===== src/rtl/spi_ram_pkg.sv =====
// Shared types for the SPI-to-RAM command controller.
// Holds the command and state encodings plus the address/data widths.
package spi_ram_pkg;

    localparam int ADDR_W = 8;
    localparam int DATA_W = 8;

    typedef enum logic [1:0] {
        CMD_WR_ADDR = 2'b00,
        CMD_WR_DATA = 2'b01,
        CMD_RD_ADDR = 2'b10,
        CMD_RD_DATA = 2'b11
    } cmd_e;

    typedef enum logic [2:0] {
        ST_IDLE,
        ST_WRITE,
        ST_READ,
        ST_RD_WAIT,
        ST_TX_HOLD
    } state_e;

endpackage


===== src/rtl/spi_ram_ctrl_rx_edge_det.sv =====
// rx_edge_det: turns a frame-complete level (any width) into one-cycle frame.
// Ports: clk, rst (async, active-high), rx_valid in, frame out.
module rx_edge_det (
    input  logic clk,
    input  logic rst,
    input  logic rx_valid,
    output logic frame
);

    logic rx_q;
    logic armed;

    // armed stays low for the first clock after reset so a rx_valid
    // already high at release is absorbed into rx_q, not seen as a frame.
    always_ff @(posedge clk or posedge rst) begin
        if (rst) begin
            rx_q  <= 1'b0;
            armed <= 1'b0;
        end else begin
            rx_q  <= rx_valid;
            armed <= 1'b1;
        end
    end

    assign frame = armed & rx_valid & ~rx_q;

endmodule


===== src/rtl/spi_ram_ctrl.sv =====
// spi_ram_ctrl: decodes SPI frames into RAM address/write/read operations.
// Ports: clk, rst, rx_valid/rx_data/ss_n from SPI slave, tx_valid/tx_data
// back to it, ram_we/ram_re/ram_addr/ram_wdata/ram_rdata, busy, cmd_drop.
module spi_ram_ctrl
    import spi_ram_pkg::*;
#(
    parameter int AUTO_INC = 0,
    parameter int RD_LAT   = 1
) (
    input  logic              clk,
    input  logic              rst,
    input  logic              rx_valid,
    input  logic [9:0]        rx_data,
    input  logic              ss_n,
    output logic              tx_valid,
    output logic [DATA_W-1:0] tx_data,
    output logic              ram_we,
    output logic              ram_re,
    output logic [ADDR_W-1:0] ram_addr,
    output logic [DATA_W-1:0] ram_wdata,
    input  logic [DATA_W-1:0] ram_rdata,
    output logic              busy,
    output logic              cmd_drop
);

    localparam logic [1:0] LAT = 2'(RD_LAT);

    state_e            state;
    cmd_e              cmd;
    logic              frame;
    logic [DATA_W-1:0] payload;
    logic [DATA_W-1:0] data_q;
    logic [ADDR_W-1:0] wr_addr;
    logic [ADDR_W-1:0] rd_addr;
    logic [1:0]        cnt;

    rx_edge_det u_edge (
        .clk      (clk),
        .rst      (rst),
        .rx_valid (rx_valid),
        .frame    (frame)
    );

    assign cmd     = cmd_e'(rx_data[9:8]);
    assign payload = rx_data[7:0];
    assign busy    = (state != ST_IDLE);

    always_ff @(posedge clk or posedge rst) begin
        if (rst) begin
            state     <= ST_IDLE;
            wr_addr   <= '0;
            rd_addr   <= '0;
            data_q    <= '0;
            cnt       <= '0;
            tx_data   <= '0;
            tx_valid  <= 1'b0;
            ram_we    <= 1'b0;
            ram_re    <= 1'b0;
            ram_addr  <= '0;
            ram_wdata <= '0;
            cmd_drop  <= 1'b0;
        end else begin
            ram_we   <= 1'b0;
            ram_re   <= 1'b0;
            ram_addr <= '0;
            cmd_drop <= frame && (state != ST_IDLE);

            unique case (state)
                ST_IDLE: begin
                    if (frame) begin
                        unique case (cmd)
                            CMD_WR_ADDR: wr_addr <= payload;
                            CMD_RD_ADDR: rd_addr <= payload;
                            CMD_WR_DATA: begin
                                data_q <= payload;
                                cnt    <= '0;
                                state  <= ST_WRITE;
                            end
                            CMD_RD_DATA: begin
                                ram_re   <= 1'b1;
                                ram_addr <= rd_addr;
                                state    <= ST_READ;
                            end
                        endcase
                    end
                end

                // Two cycles: the strobe is issued in the second so that
                // ram_we lands two clocks after the frame edge.
                ST_WRITE: begin
                    if (cnt == 2'd0) begin
                        ram_we    <= 1'b1;
                        ram_addr  <= wr_addr;
                        ram_wdata <= data_q;
                        cnt       <= 2'd1;
                        if (AUTO_INC != 0)
                            wr_addr <= wr_addr + 8'd1;
                    end else begin
                        state <= ST_IDLE;
                    end
                end

                // ram_re is high during this cycle; the wait count starts
                // at 1 because the strobe cycle itself is latency cycle one.
                ST_READ: begin
                    cnt   <= 2'd1;
                    state <= ST_RD_WAIT;
                    if (AUTO_INC != 0)
                        rd_addr <= rd_addr + 8'd1;
                end

                ST_RD_WAIT: begin
                    if (cnt == LAT) begin
                        tx_data  <= ram_rdata;
                        tx_valid <= 1'b1;
                        state    <= ST_TX_HOLD;
                    end else begin
                        cnt <= cnt + 2'd1;
                    end
                end

                ST_TX_HOLD: begin
                    if (ss_n) begin
                        tx_valid <= 1'b0;
                        state    <= ST_IDLE;
                    end
                end

                default: state <= ST_IDLE;
            endcase
        end
    end

endmodule

===== config.mk =====
export PLATFORM = sky130hd
export DESIGN_NAME = spi_ram_ctrl
export DESIGN_NICKNAME = d
export VERILOG_FILES = /design/src/rtl/spi_ram_pkg.sv /design/src/rtl/spi_ram_ctrl_rx_edge_det.sv /design/src/rtl/spi_ram_ctrl.sv
export SDC_FILE = /design/constraint.sdc
export NUM_CORES = 1
export LEC_CHECK = 0
export BUFFER_PORTS_ARGS = -buffer_cell sky130_fd_sc_hd__buf_2
export CORE_AREA = 2 2 87 97
export DETAILED_ROUTE_END_ITERATION = 10
export DIE_AREA = 0 0 89 99
export PLACE_DENSITY_LB_ADDON = 0.15
export SKIP_LAST_GASP = 1
export SYNTH_ARGS = -nofsm -noshare
export SYNTH_HDL_FRONTEND = slang
export SYNTH_SLANG_ARGS = --single-unit

===== constraint.sdc =====
create_clock -name clk -period 5.06 [get_ports clk]
set_input_delay 1.012 -clock clk [delete_from_list [all_inputs] [get_ports clk]]
set_output_delay 1.012 -clock clk [all_outputs]
set_load 0.02 [all_outputs]

# After elaboration in Yosys (flattened, before gate mapping)
# Index checks and enable logic that the tools add are counted.
# word_totals
input_bits,22
register_bits,59
wordCells,72
# op_classes
add_sub_neg,1
eq_ne,16
n_bitwise,3
muxes,23
n_reduce_logical,15
# op_table
cell,count
2-to-1 mux 8 bit,3
one-hot mux 8 bit (2 select lines),1
one-hot mux 3 bit (5 select lines),1
2-to-1 mux 3 bit,4
!= test 2 bit (second input constant),6
AND reduction 3 bit,4
AND reduction 5 bit,2
2-to-1 mux 2 bit,4
one-hot mux 2 bit (4 select lines),1
2-to-1 mux 1 bit,7
equality test 3 x 2 -> 1 bit (second input constant),2
one-hot mux 3 bit (2 select lines),1
equality test 2 x 1 -> 1 bit (second input constant),2
equality test 2 bit (second input constant),2
zero test 2 bit,2
AND reduction 2 bit,2
nonzero test 4 bit,1
equality test 3 x 1 -> 1 bit (second input constant),1
equality test 3 bit (second input constant),1
zero test 3 bit,1
!= test 3 x 1 -> 1 bit (second input constant),1
nonzero test 3 bit,1
adder 2 x 1 -> 2 bit (second input constant),1
bitwise AND 1 bit,2
5 further kinds,5

# Logic depth before layout (Yosys ltp)
# Gate-level depths: netlist (run 1).
# logic_depth
depth_word,4
depth_mapped,6
depth_no_buf,5

# Modules after synthesis
# Synthesis (run 1) repeated with hierarchy kept, for this count alone.
# unflattened
cells_unflattened,154
hier_area_um2,2298.5
# by_module_without_submodules
mod,seq_area_each_um2,cells_per_inst,n_inst,area_each_um2
spi_ram_ctrl,1426.4,149,1,2232.1
rx_edge_det,50.0,5,1,66.3

# Worst setup path before layout (run 1)
# No wires, ideal clock.
# synth_timing
path_kind,input to register
start,input port rx_valid
end,register wr_addr[0]
t_arrival_ps,1929
path_stages,3
required_ps,4935
slack_ps,3006
n_path_buf,0
cell_sequence,nand3b_1 > nor4_4 > mux2_2
# synth_via
elab_chain_len,3
# synth_rtl
element,line,text
"start, declared",spi_ram_ctrl.sv:12,"input logic rx_valid,"
bitwise AND 1 bit (2 in a row),spi_ram_ctrl_rx_edge_det.sv:25,assign frame = armed & rx_valid & ~rx_q;
AND reduction 3 bit (no line),n/a,
"end signal, assigned",spi_ram_ctrl.sv:72,CMD_WR_ADDR: wr_addr <= payload;
"end signal, assigned",spi_ram_ctrl.sv:97,wr_addr <= wr_addr + 8'd1;
"end, declared",spi_ram_ctrl.sv:33,logic [ADDR_W-1:0] wr_addr;
# Every way passes these cells.
# A chain may end at the register's enable or synchronous reset.

# Worst setup path in the final report (run 1)
# layout_timing
start,register state[1]
end,output port busy
# layout_via
elab_chain_len,1
# layout_rtl
element,line,text
"start, declared",spi_ram_ctrl.sv:28,state_e state;
"start signal, assigned",spi_ram_ctrl.sv:50,state <= ST_IDLE;
"start signal, assigned",spi_ram_ctrl.sv:77,state <= ST_WRITE;
"start signal, assigned",spi_ram_ctrl.sv:82,state <= ST_READ;
nonzero test 3 bit,spi_ram_ctrl.sv:46,assign busy = (state != ST_IDLE);
"end, declared",spi_ram_ctrl.sv:22,"output logic busy,"
# Every way passes these cells.

==> impl_metrics.tcl, run 1 <==
set metrics [dict create \
    startpoint "state[1]" \
    pin_count 51 \
    finalSetupViolCount 0 \
    wl_met3_um 253 \
    p_seq_share_pct 45.5 \
    portBuffers 50 \
    clkSlewWorstSetupHoldPaths_ns 0.07 \
    synth_area_um2 2300 \
    worst-path-buf-inv 2 \
    yosys.area.top_type "dfrtp_1" \
    synth.distinct_cells 28 \
    r2r_cells 4 \
    finalInstanceArea_um2 2874 \
    slew_viol_final 0 \
    status "complete, no violations" \
    final-hold-violation-count 0 \
    p_int_mw 1.084 \
    path_depth 3 \
    cts_setup_buffers 0 \
    switching_power_mw 0.5391 \
    grtUsageTotal_pct 11.19 \
    cts_max_level 3 \
    cts.sinks 59 \
    r2r_slack_ns 3.08 \
    async_flop_share_pct 100.0 \
    fillCellCount 794 \
    clkPwrFrac_pct 25.7 \
    crit_family "flip-flops" \
    hp-class "register to register" \
    dr_wl_met2_um 2031 \
    fin_tns_setup_ns 0 \
    r2r_start "state[1]" \
    yosys_warnings 0 \
    grt_pass1_wl_um 7383 \
    clock_latency_ns 0.33 \
    worstSetupEndpointType "output pin" \
    n_antenna_cell 0 \
    routed_wl_um 4518 \
    syn_to_final_growth_pct 24.97 \
    syn_area_per_cell_um2 15.03 \
    cp_max_fo 10 \
    r2r_end "wr_addr[4]" \
    synth_top_area_share_pct 64.20 \
    syn-instance-count 153 \
    initial_core_util_pct 29.38 \
    fin_worst_skew_ns 0.008279 \
    ctsResizeCount 0 \
    drt-met1-wl_um 2140 \
    rsz0062_at_grt "false" \
    core.rowCount 34 \
    power_mw 1.623 \
    swShare_pct 33.21 \
    fin_crit_sh_pct 47.95 \
    ir_drop_mv 0.2272 \
    synth-seq-cells 59 \
    dpl.hpwl_um 2887 \
    top_layer_used "met4" \
    die_h_um 99 \
    cts_tree "built" \
    critical_path_class "register to output pin" \
    root_buffer "clkbuf_8" \
    synth_nets 177 \
    drc 0 \
    synth_edf_count 0 \
    max_freq_mhz 412.2 \
    power_frac_comb_pct 28.9 \
    ant_nets 0 \
    placed_area_um2 2681 \
    dr.pass1.iters 5 \
    slew_headroom_pct 50.04 \
    slowest_stage "dfrtp_1" \
    synthTopCellsByArea "dfrtp_1 64%, mux2_2 20%, a22o_1 3.0%" \
    maxCapViolCount 0 \
    fin_crit_ns 2.426 \
    grt_pass1_vias 1463 \
    path_cells "nor3_4 -> inv_2 -> buf_2" \
    grt_start_max_net_pins 60 \
    die_x_um 89 \
    tightest_slew_ns 0.7494 \
    vias 1433 \
    die-area_um2 8811 \
    critPathMaxStageDelay_ns 0.51 \
    gp_congestion 0.6675 \
    leakagePower_nw 1.407 \
    vias_per_cell 4.409 \
    synth_seq_area_share_pct 64.20 \
    drive_gt1_share_pct 53.46 \
    yosys_most_used_dff "dfrtp_1" \
    cp.required_ns 4.05 \
    cts_buffers 9 \
    crit_end "busy" \
    hold_buffers 0 \
    overflow 0 \
    cts_buffer_depth 2 \
    arrival_ns 1.41 \
    core_um2 7828 \
    avgRoutedWirePerCell_um 13.90 \
    critPathLaunchType "register" \
    p_per_area_nw_per_um2 564.7 \
    drt_iter0_markers 83 \
    antenna_found_initial 0 \
    nNetsFinal 236 \
]
==> synthesized netlist by cell type, types with 2 or more instances <==
cell type	instances
a21oi_1	3
a22o_1	8
a31oi_1	2
buf_2	3
dfrtp_1	59
ha_1	2
inv_1	4
mux2_2	40
nand2_1	5
nand4b_1	3
nor2_1	2
nor3_2	2
o21ai_0	5
==> routing by layer <==
metal / vias up / global-route usage (%)
met3: 12 / 3.015
li1: 671 / -
met2: 48 / 16.99
met1: 702 / 14.32
met5: - / 0
met4: 0 / 6.200
==> cell type report <==
cell class                      count  area, um2  area share, %
Sequential cell                    59       1476          51.37
Multi-Input combinational cell     85      785.8          27.34
Clock buffer                        9      123.9          4.310
Tap cell                          108      135.1          4.702
Clock inverter                      7      68.82          2.394
Timing Repair Buffer               52      265.3          9.229
Inverter                            5      18.77         0.6530
==> worst min-delay path by stage <==
stage	startpoint	slack, ns	endpoint	cells after the start
CTS	rd_addr[3]	0.49	ram_addr[3]	1
detailed placement	rd_addr[5]	0.48	ram_addr[5]	1
floorplan	rd_addr[0]	0.46	ram_addr[0]	1
finish	rd_addr[3]	0.49	ram_addr[3]	1
global placement	rd_addr[3]	0.48	ram_addr[3]	1
global route	rd_addr[4]	0.51	rd_addr[4]	1
==> placed cells by master, fill, tap and decap left out, drive strengths merged, types with 2 or more instances in the layout <==
cell,count
buf,52
clkbuf,9
nand4b,3
inv,5
dfrtp,59
o21ai,5
clkinv,4
a21oi,3
clkinvlp,2
ha,2
mux2,40
a22o,8
nand2,5
a31oi,2
nor2,2
nor3,3
==> registers in the layout (all words and copies together) (netlist names) <==
signal        cells
cmd_drop          1
cnt               2
data_q            8
ram_addr          8
ram_re            1
ram_wdata         8
ram_we            1
rd_addr           8
state             3
tx_data           8
tx_valid          1
u_edge.armed      1
u_edge.rx_q       1
wr_addr           8
==> power by group through the flow <==
stage	Combinational, mW	Clock, mW	Sequential (mW)
after floorplan	0.287	0	0.791
after global routing	0.517	0.451	0.764
after detailed placement	0.472	0	0.750
final	0.468	0.417	0.738
after CTS	0.475	0.434	0.740
after global placement	0.470	0	0.748
==> through the flow <==
step	std cells	worst slack, ns	hold WS (ns)	util, %
global placement	309	2.597	0.4791	34.26
floorplan	153	2.592	0.4604	-
detailed placement	309	2.601	0.4793	34.26
global route	325	2.529	0.5138	36.72
CTS	325	2.610	0.4941	36.72
finish	325	2.634	0.4900	36.72
==> cells by family (layout without fill, tap and decap cells) <==
| logic type | after synthesis | count (layout) | share of synthesized area, % |
|---|---|---|---|
| adder cells (fa/ha/maj) | 2 | 2 | 1.088 |
| buffers and inverters | 9 | 73 | 1.632 |
| other | 1 | 1 | 0.1631 |
| AO/OA/AOI/OAI | 21 | 21 | 6.474 |
| multiplexers | 40 | 40 | 19.59 |
| AND/OR/NAND/NOR | 21 | 21 | 6.857 |
| flip-flops | 59 | 59 | 64.20 |
(Power assumes the default switching activity.)
==> run 2: changes to the inputs <==
==> constraint.sdc (replaced) <==
create_clock -name clk -period 2.19 [get_ports clk]
set_input_delay 0.438 -clock clk [delete_from_list [all_inputs] [get_ports clk]]
set_output_delay 0.438 -clock clk [all_outputs]
set_load 0.02 [all_outputs]
==> run 2 against run 1 <==
  * Total power rose by 140%
  * Clock skew fell by 0.00056 ns
  * Die area did not move
  * Clock power rose to 2.7 times the previous value
  * Flip-flop and latch count did not move
  * Via count barely moved
  * Clock-buffer cell count rose by 3
  * Largest cell class unchanged
==> impl_metrics.tcl, run 2 (synthesized netlist as in run 1, its figures left out) <==
set metrics [dict create \
    cts.sinks 59 \
    place_ws_ns 0.3009 \
    dpl.cell_count 311 \
    avgRoutedWirePerCell_um 14.18 \
    final_util_pct 37.52 \
    slew_headroom_pct 61.13 \
    ant_nets 0 \
    gp_congestion 0.7366 \
    layout_common_cells "59 x dfrtp_1, 50 x buf_2, 40 x mux2_2, 11 x clkbuf_8, 8 x a22o_1" \
    dpl.hpwl_um 3034 \
    cts_buffers 9 \
    fin_worst_skew_ns 0.007722 \
    maxCapViolCount 0 \
    top_layer_used "met4" \
    nNetsFinal 238 \
    swShare_pct 31.22 \
    stdcell_count 327 \
    switching_power_mw 1.221 \
    whs_ns 0.1111 \
    portBuffers 50 \
    max_freq_mhz 537.8 \
    hp-class "input pin to asynchronous set/reset pin" \
    drive_gt1_share_pct 53.42 \
    p_int_mw 2.690 \
    grt_start_max_net_pins 40 \
    clock_latency_ns 0.33 \
    clkPwrFrac_pct 28.8 \
    power_frac_comb_pct 27.6 \
    fin_tns_setup_ns 0 \
    drc 0 \
    pin_count 51 \
    leakagePower_nw 1.440 \
    routed_wl_um 4636 \
    critPathLaunchType "register" \
    syn_to_final_growth_pct 27.69 \
    cp.required_ns 2.40 \
    p_seq_share_pct 43.7 \
    critical_path_class "register to register" \
    dr.pass1.iters 3 \
    hold_buffers 0 \
    fin_crit_sh_pct 84.90 \
    arrival_ns 2.07 \
    cts_buffer_depth 2 \
    finalSetupViolCount 0 \
    die_h_um 99 \
    slew_viol_final 0 \
    vias 1434 \
    final_common_cell "dfrtp_1" \
    core.rowCount 34 \
    n_antenna_cell 0 \
    core_um2 7828 \
    cts_max_level 3 \
    grtUsageTotal_pct 11.48 \
    antenna_found_initial 0 \
    wl_met3_um 258 \
    worstSetupEndpointType "register" \
    initial_core_util_pct 29.38 \
    drt_iter0_markers 93 \
    die-area_um2 8811 \
    vias_per_cell 4.385 \
    ctsResizeCount 0 \
    cts_setup_buffers 0 \
    dr_wl_met2_um 2062 \
    fin_crit_ns 1.859 \
    cp_max_fo 10 \
    clkSlewWorstSetupHoldPaths_ns 0.07 \
    overflow 0 \
    ir_drop_mv 0.5980 \
    tightest_slew_ns 0.5800 \
    root_buffer "clkbuf_8" \
    final-hold-violation-count 0 \
    finalWorstSetupSlack_ns 0.3307 \
    grt_pass1_wl_um 7445 \
    status "complete, no violations" \
    grt_pass1_vias 1422 \
    cts_tree "built" \
    rsz0062_at_grt "false" \
    p_per_area_nw_per_um2 1332 \
    die_x_um 89 \
    drt-met1-wl_um 2218 \
]
[run 2: cell types whose count changed in the layout (fill, tap and decap cells not counted)]
cell        previous run  this run
buf_12                 0         1
bufinv_16              1         2
clkinv_4               1         0
buf_4                  2         3
clkinvlp_4             2         1
clkinv_2               3         1
clkbuf_8               9        11
clkbuf_1               0         1
[run 2: per-layer routing]
metal / vias to the layer above / track usage, %
met1: 710 / 15.84
met4: 0 / 6.544
met3: 10 / 2.931
met2: 42 / 16.25
li1: 672 / -
met5: - / 0
[run 2: through the flow]
step	instance area (um2)	total power, mW
global route	2937	4.169
CTS	2937	3.975
finish	2937	3.911
global placement	2709	2.817
detailed placement	2709	2.828
floorplan	2300	2.492
[run 2: path summary, 6_finish.rpt]
path / start / to / slack (ns) / cells past startpoint
worst max-delay path: state[1] / rd_addr[5] / 0.33 / 3
worst min-delay path: rst / tx_data[2] / 0.11 / 2
worst max register to register: state[1] / rd_addr[5] / 0.33 / 3
worst min register to register: rd_addr[5] / ram_addr[5] / 0.49 / 1
max in group asynchronous: rst / ram_addr[2] / 1.50 / 3
min in group clk: rx_valid / u_edge.rx_q / 0.24 / 1
[run 2: critical path, stage by stage, from the launching register on]
cell and delay, ns:
dfrtp_1 0.50, nor3_4 0.27, nand4b_1 0.51, mux2_2 0.46
[run 2: area by class of cell]
cell class	count	area, um2
Clock buffer	12	155.1
Clock inverter	4	72.57
Timing Repair Buffer	54	292.8
Fill cell	817	4891
Tap cell	108	135.1
Sequential cell	59	1476
Multi-Input combinational cell	85	785.8
Inverter	5	18.77
[run 2: power by group through the flow]
stage / clock, mW / combinational, mW / sequential [mW]
after floorplan: 0 / 0.664 / 1.83
after global placement: 0 / 1.09 / 1.73
after detailed placement: 0 / 1.09 / 1.73
after CTS: 1.16 / 1.10 / 1.71
after global routing: 1.21 / 1.19 / 1.77
final: 1.13 / 1.08 / 1.71
==> run 3: changes to the inputs <==
--- a/config.mk
+++ b/config.mk
@@ -5,10 +5,11 @@
 export SDC_FILE = /design/constraint.sdc
 export NUM_CORES = 1
 export LEC_CHECK = 0
+export ABC_AREA = 1
 export BUFFER_PORTS_ARGS = -buffer_cell sky130_fd_sc_hd__buf_2
-export CORE_AREA = 2 2 87 97
+export CORE_AREA = 2 2 91 102
 export DETAILED_ROUTE_END_ITERATION = 10
-export DIE_AREA = 0 0 89 99
+export DIE_AREA = 0 0 93 104
 export PLACE_DENSITY_LB_ADDON = 0.15
 export SKIP_LAST_GASP = 1
 export SYNTH_ARGS = -nofsm -noshare
==> constraint.sdc (replaced) <==
create_clock -name clk -period 1.8 [get_ports clk]
set_input_delay 0.36 -clock clk [delete_from_list [all_inputs] [get_ports clk]]
set_output_delay 0.36 -clock clk [all_outputs]
set_load 0.02 [all_outputs]
==> run 3 against run 2 <==
  * Critical path depth unchanged
  * Register-to-register slack got worse by 0.11 ns
  * Via count increased by 24%
  * Largest power group unchanged
  * Area after synthesis increased by 11%
  * Global-route usage increased by 0.79 points
  * Flip-flop and latch count unchanged
  * Combinational power decreased by 40%
  * Wire length increased by 16%
  * Non-clock buffer count decreased by 1
  * Sequential power about the same
  * Sequential share of layout area decreased by 3.1 points
  * Critical endpoint is now busy
==> impl_metrics.tcl, run 3 <==
set metrics [dict create \
    rsz0062_at_grt "false" \
    grt_pass1_vias 1891 \
    synth_compound_area_share_pct 8.837 \
    synthMostInstantiatedCell "nand2_1" \
    layout_common_cells "91 x nand2_1, 59 x dfrtp_1, 50 x buf_2, 24 x o21ai_2, 19 x inv_1" \
    drive_gt1_share_pct 36.60 \
    switching_power_mw 1.011 \
    crit_family "flip-flops" \
    power_mw 3.551 \
    fin_crit_ns 1.692 \
    dpl.cell_count 406 \
    syn-instance-count 244 \
    yosys_most_used_dff "dfrtp_1" \
    power_frac_comb_pct 18.3 \
    die_h_um 104 \
    finalSetupViolCount 0 \
    maxCapViolCount 0 \
    overflow 0 \
    gp_congestion 0.7970 \
    synthTopCellsByArea "dfrtp_1 58%, nand2_1 13%, o21ai_2 8.2%" \
    synth_seq_area_share_pct 57.93 \
    async_flop_share_pct 100.0 \
    cts_max_level 3 \
    n_antenna_cell 0 \
    cp_max_fo 7 \
    root_buffer "clkbuf_8" \
    synth_common_cells "91 x nand2_1, 59 x dfrtp_1, 24 x o21ai_2, 20 x inv_1, 8 x mux2_4" \
    clkSlewWorstSetupHoldPaths_ns 0.06 \
    final_common_cell "nand2_1" \
    initial_core_util_pct 29.47 \
    vias 1775 \
    critPathMaxStageDelay_ns 0.48 \
    cts_setup_buffers 0 \
    slowest_stage "dfrtp_1" \
    synth.distinct_cells 23 \
    max_freq_mhz 590.9 \
    stdcell_count 420 \
    syn_area_per_cell_um2 10.45 \
    cp.required_ns 1.44 \
    grt_pass1_wl_um 9204 \
    arrival_ns 1.33 \
    final-hold-violation-count 0 \
    core.rowCount 36 \
    dr.pass1.iters 4 \
    critical_path_class "register to output pin" \
    nNetsFinal 327 \
    drt_iter0_markers 68 \
    path_cells "nor2_4 -> nand2_4 -> buf_2" \
    synthAdderAreaFrac_pct 0.9818 \
    synth_top_area_share_pct 57.93 \
    worst-path-buf-inv 1 \
    synth_nets 268 \
    clock_latency_ns 0.33 \
    final_util_pct 36.17 \
    vias_per_cell 4.226 \
    worstSetupEndpointType "output pin" \
    leakagePower_nw 1.691 \
    status "complete, no violations" \
    critPathLaunchType "register" \
    synth_edf_count 0 \
    hp-class "input pin to asynchronous set/reset pin" \
    grt_start_max_net_pins 33 \
    synth-seq-cells 59 \
    grtUsageTotal_pct 12.27 \
    fin_tns_setup_ns 0 \
    fin_worst_skew_ns 0.007688 \
    p_per_area_nw_per_um2 1135 \
    r2r_start "state[0]" \
    yosys.area.top_type "dfrtp_1" \
    yosys_warnings 0 \
    swShare_pct 28.48 \
    synth-simple-area-share_pct 21.94 \
    ant_nets 0 \
    antenna_found_initial 0 \
    slew_viol_final 0 \
    pin_count 51 \
    synthMuxAreaShare_pct 4.713 \
    dpl.hpwl_um 3847 \
    p_int_mw 2.540 \
    ir_drop_mv 0.4074 \
    clkPwrFrac_pct 34.5 \
    startpoint "state[0]" \
    fillCellCount 916 \
    routed_wl_um 5378 \
    drc 0 \
    synth_top_family_by_area "simple AND/OR/NAND/NOR gates" \
    core_um2 8648 \
    portBuffers 50 \
    multi_input_area_um2 933.4 \
    seq_area_um2 1476 \
    synth_area_um2 2549 \
    cts.sinks 59 \
    die-area_um2 9672 \
    die_x_um 93 \
    syn_to_final_growth_pct 22.73 \
    cts_buffer_depth 2 \
    hold_buffers 0 \
    cts_buffers 9 \
    fin_crit_sh_pct 94.01 \
    synthXorXnorAreaFrac_pct 0 \
    cts_tree "built" \
    p_seq_share_pct 47.2 \
    avgRoutedWirePerCell_um 12.80 \
    ctsResizeCount 0 \
]
[run 3: worst paths after layout]
kind | end | slack [ns] | cells past startpoint
worst max-delay path | busy | 0.11 | 3
worst min-delay path | state[1] | 0.04 | 2
worst max register to register | cnt[0] | 0.22 | 8
worst min register to register | ram_addr[3] | 0.47 | 2
max in group asynchronous | u_edge.rx_q | 1.25 | 3
min in group clk | u_edge.rx_q | 0.16 | 1
[run 3: cells by family (layout without fill, tap and decap cells)]
group                      Yosys count  after routing
AOI/OAI and AO/OA                   27             27
muxes                                8              8
other                                1              1
and+or+nand+nor                    119            119
buffers and inverters               28             90
DFF                                 59             59
adders and majority gates            2              2
[run 3: per-stage QoR]
step,setup WS [ns],area (um2),hold slack [ns]
global route,0.01303,3128,0.06144
finish,0.1077,3128,0.04383
global placement,0.2159,2928,0.4076
floorplan,0.4148,2552,0.3914
CTS,0.09069,3128,0.04787
detailed placement,0.2030,2928,0.4097
[run 3: per-layer routing]
| metal | part of all wire, % | GRT usage (%) | vias to the layer above |
|---|---|---|---|
| met2 | 49 | 19.82 | 40 |
| met4 | 0.69 | 5.672 | 0 |
| met3 | 5.2 | 2.826 | 5 |
| li1 | - | - | 882 |
| met5 | 0 | 0 | - |
| met1 | 45 | 15.49 | 848 |
[run 3: final cells by class]
| cell class | count | area share [%] |
|---|---|---|
| Sequential cell | 59 | 47.20 |
| Multi-Input combinational cell | 157 | 29.84 |
| Timing Repair Buffer | 53 | 9.120 |
| Clock buffer | 12 | 5.280 |
| Tap cell | 114 | 4.560 |
| Inverter | 23 | 2.880 |
| Clock inverter | 2 | 1.120 |
[run 3: power by group through the flow]
stage                     sequential (mW)  combinational (mW)  clock, mW
after floorplan                      1.80               0.338          0
after global placement               1.70               0.655          0
final                                1.68               0.650       1.22
after global routing                 1.71               0.736       1.33
after detailed placement             1.70               0.664          0
after CTS                            1.68               0.667       1.27
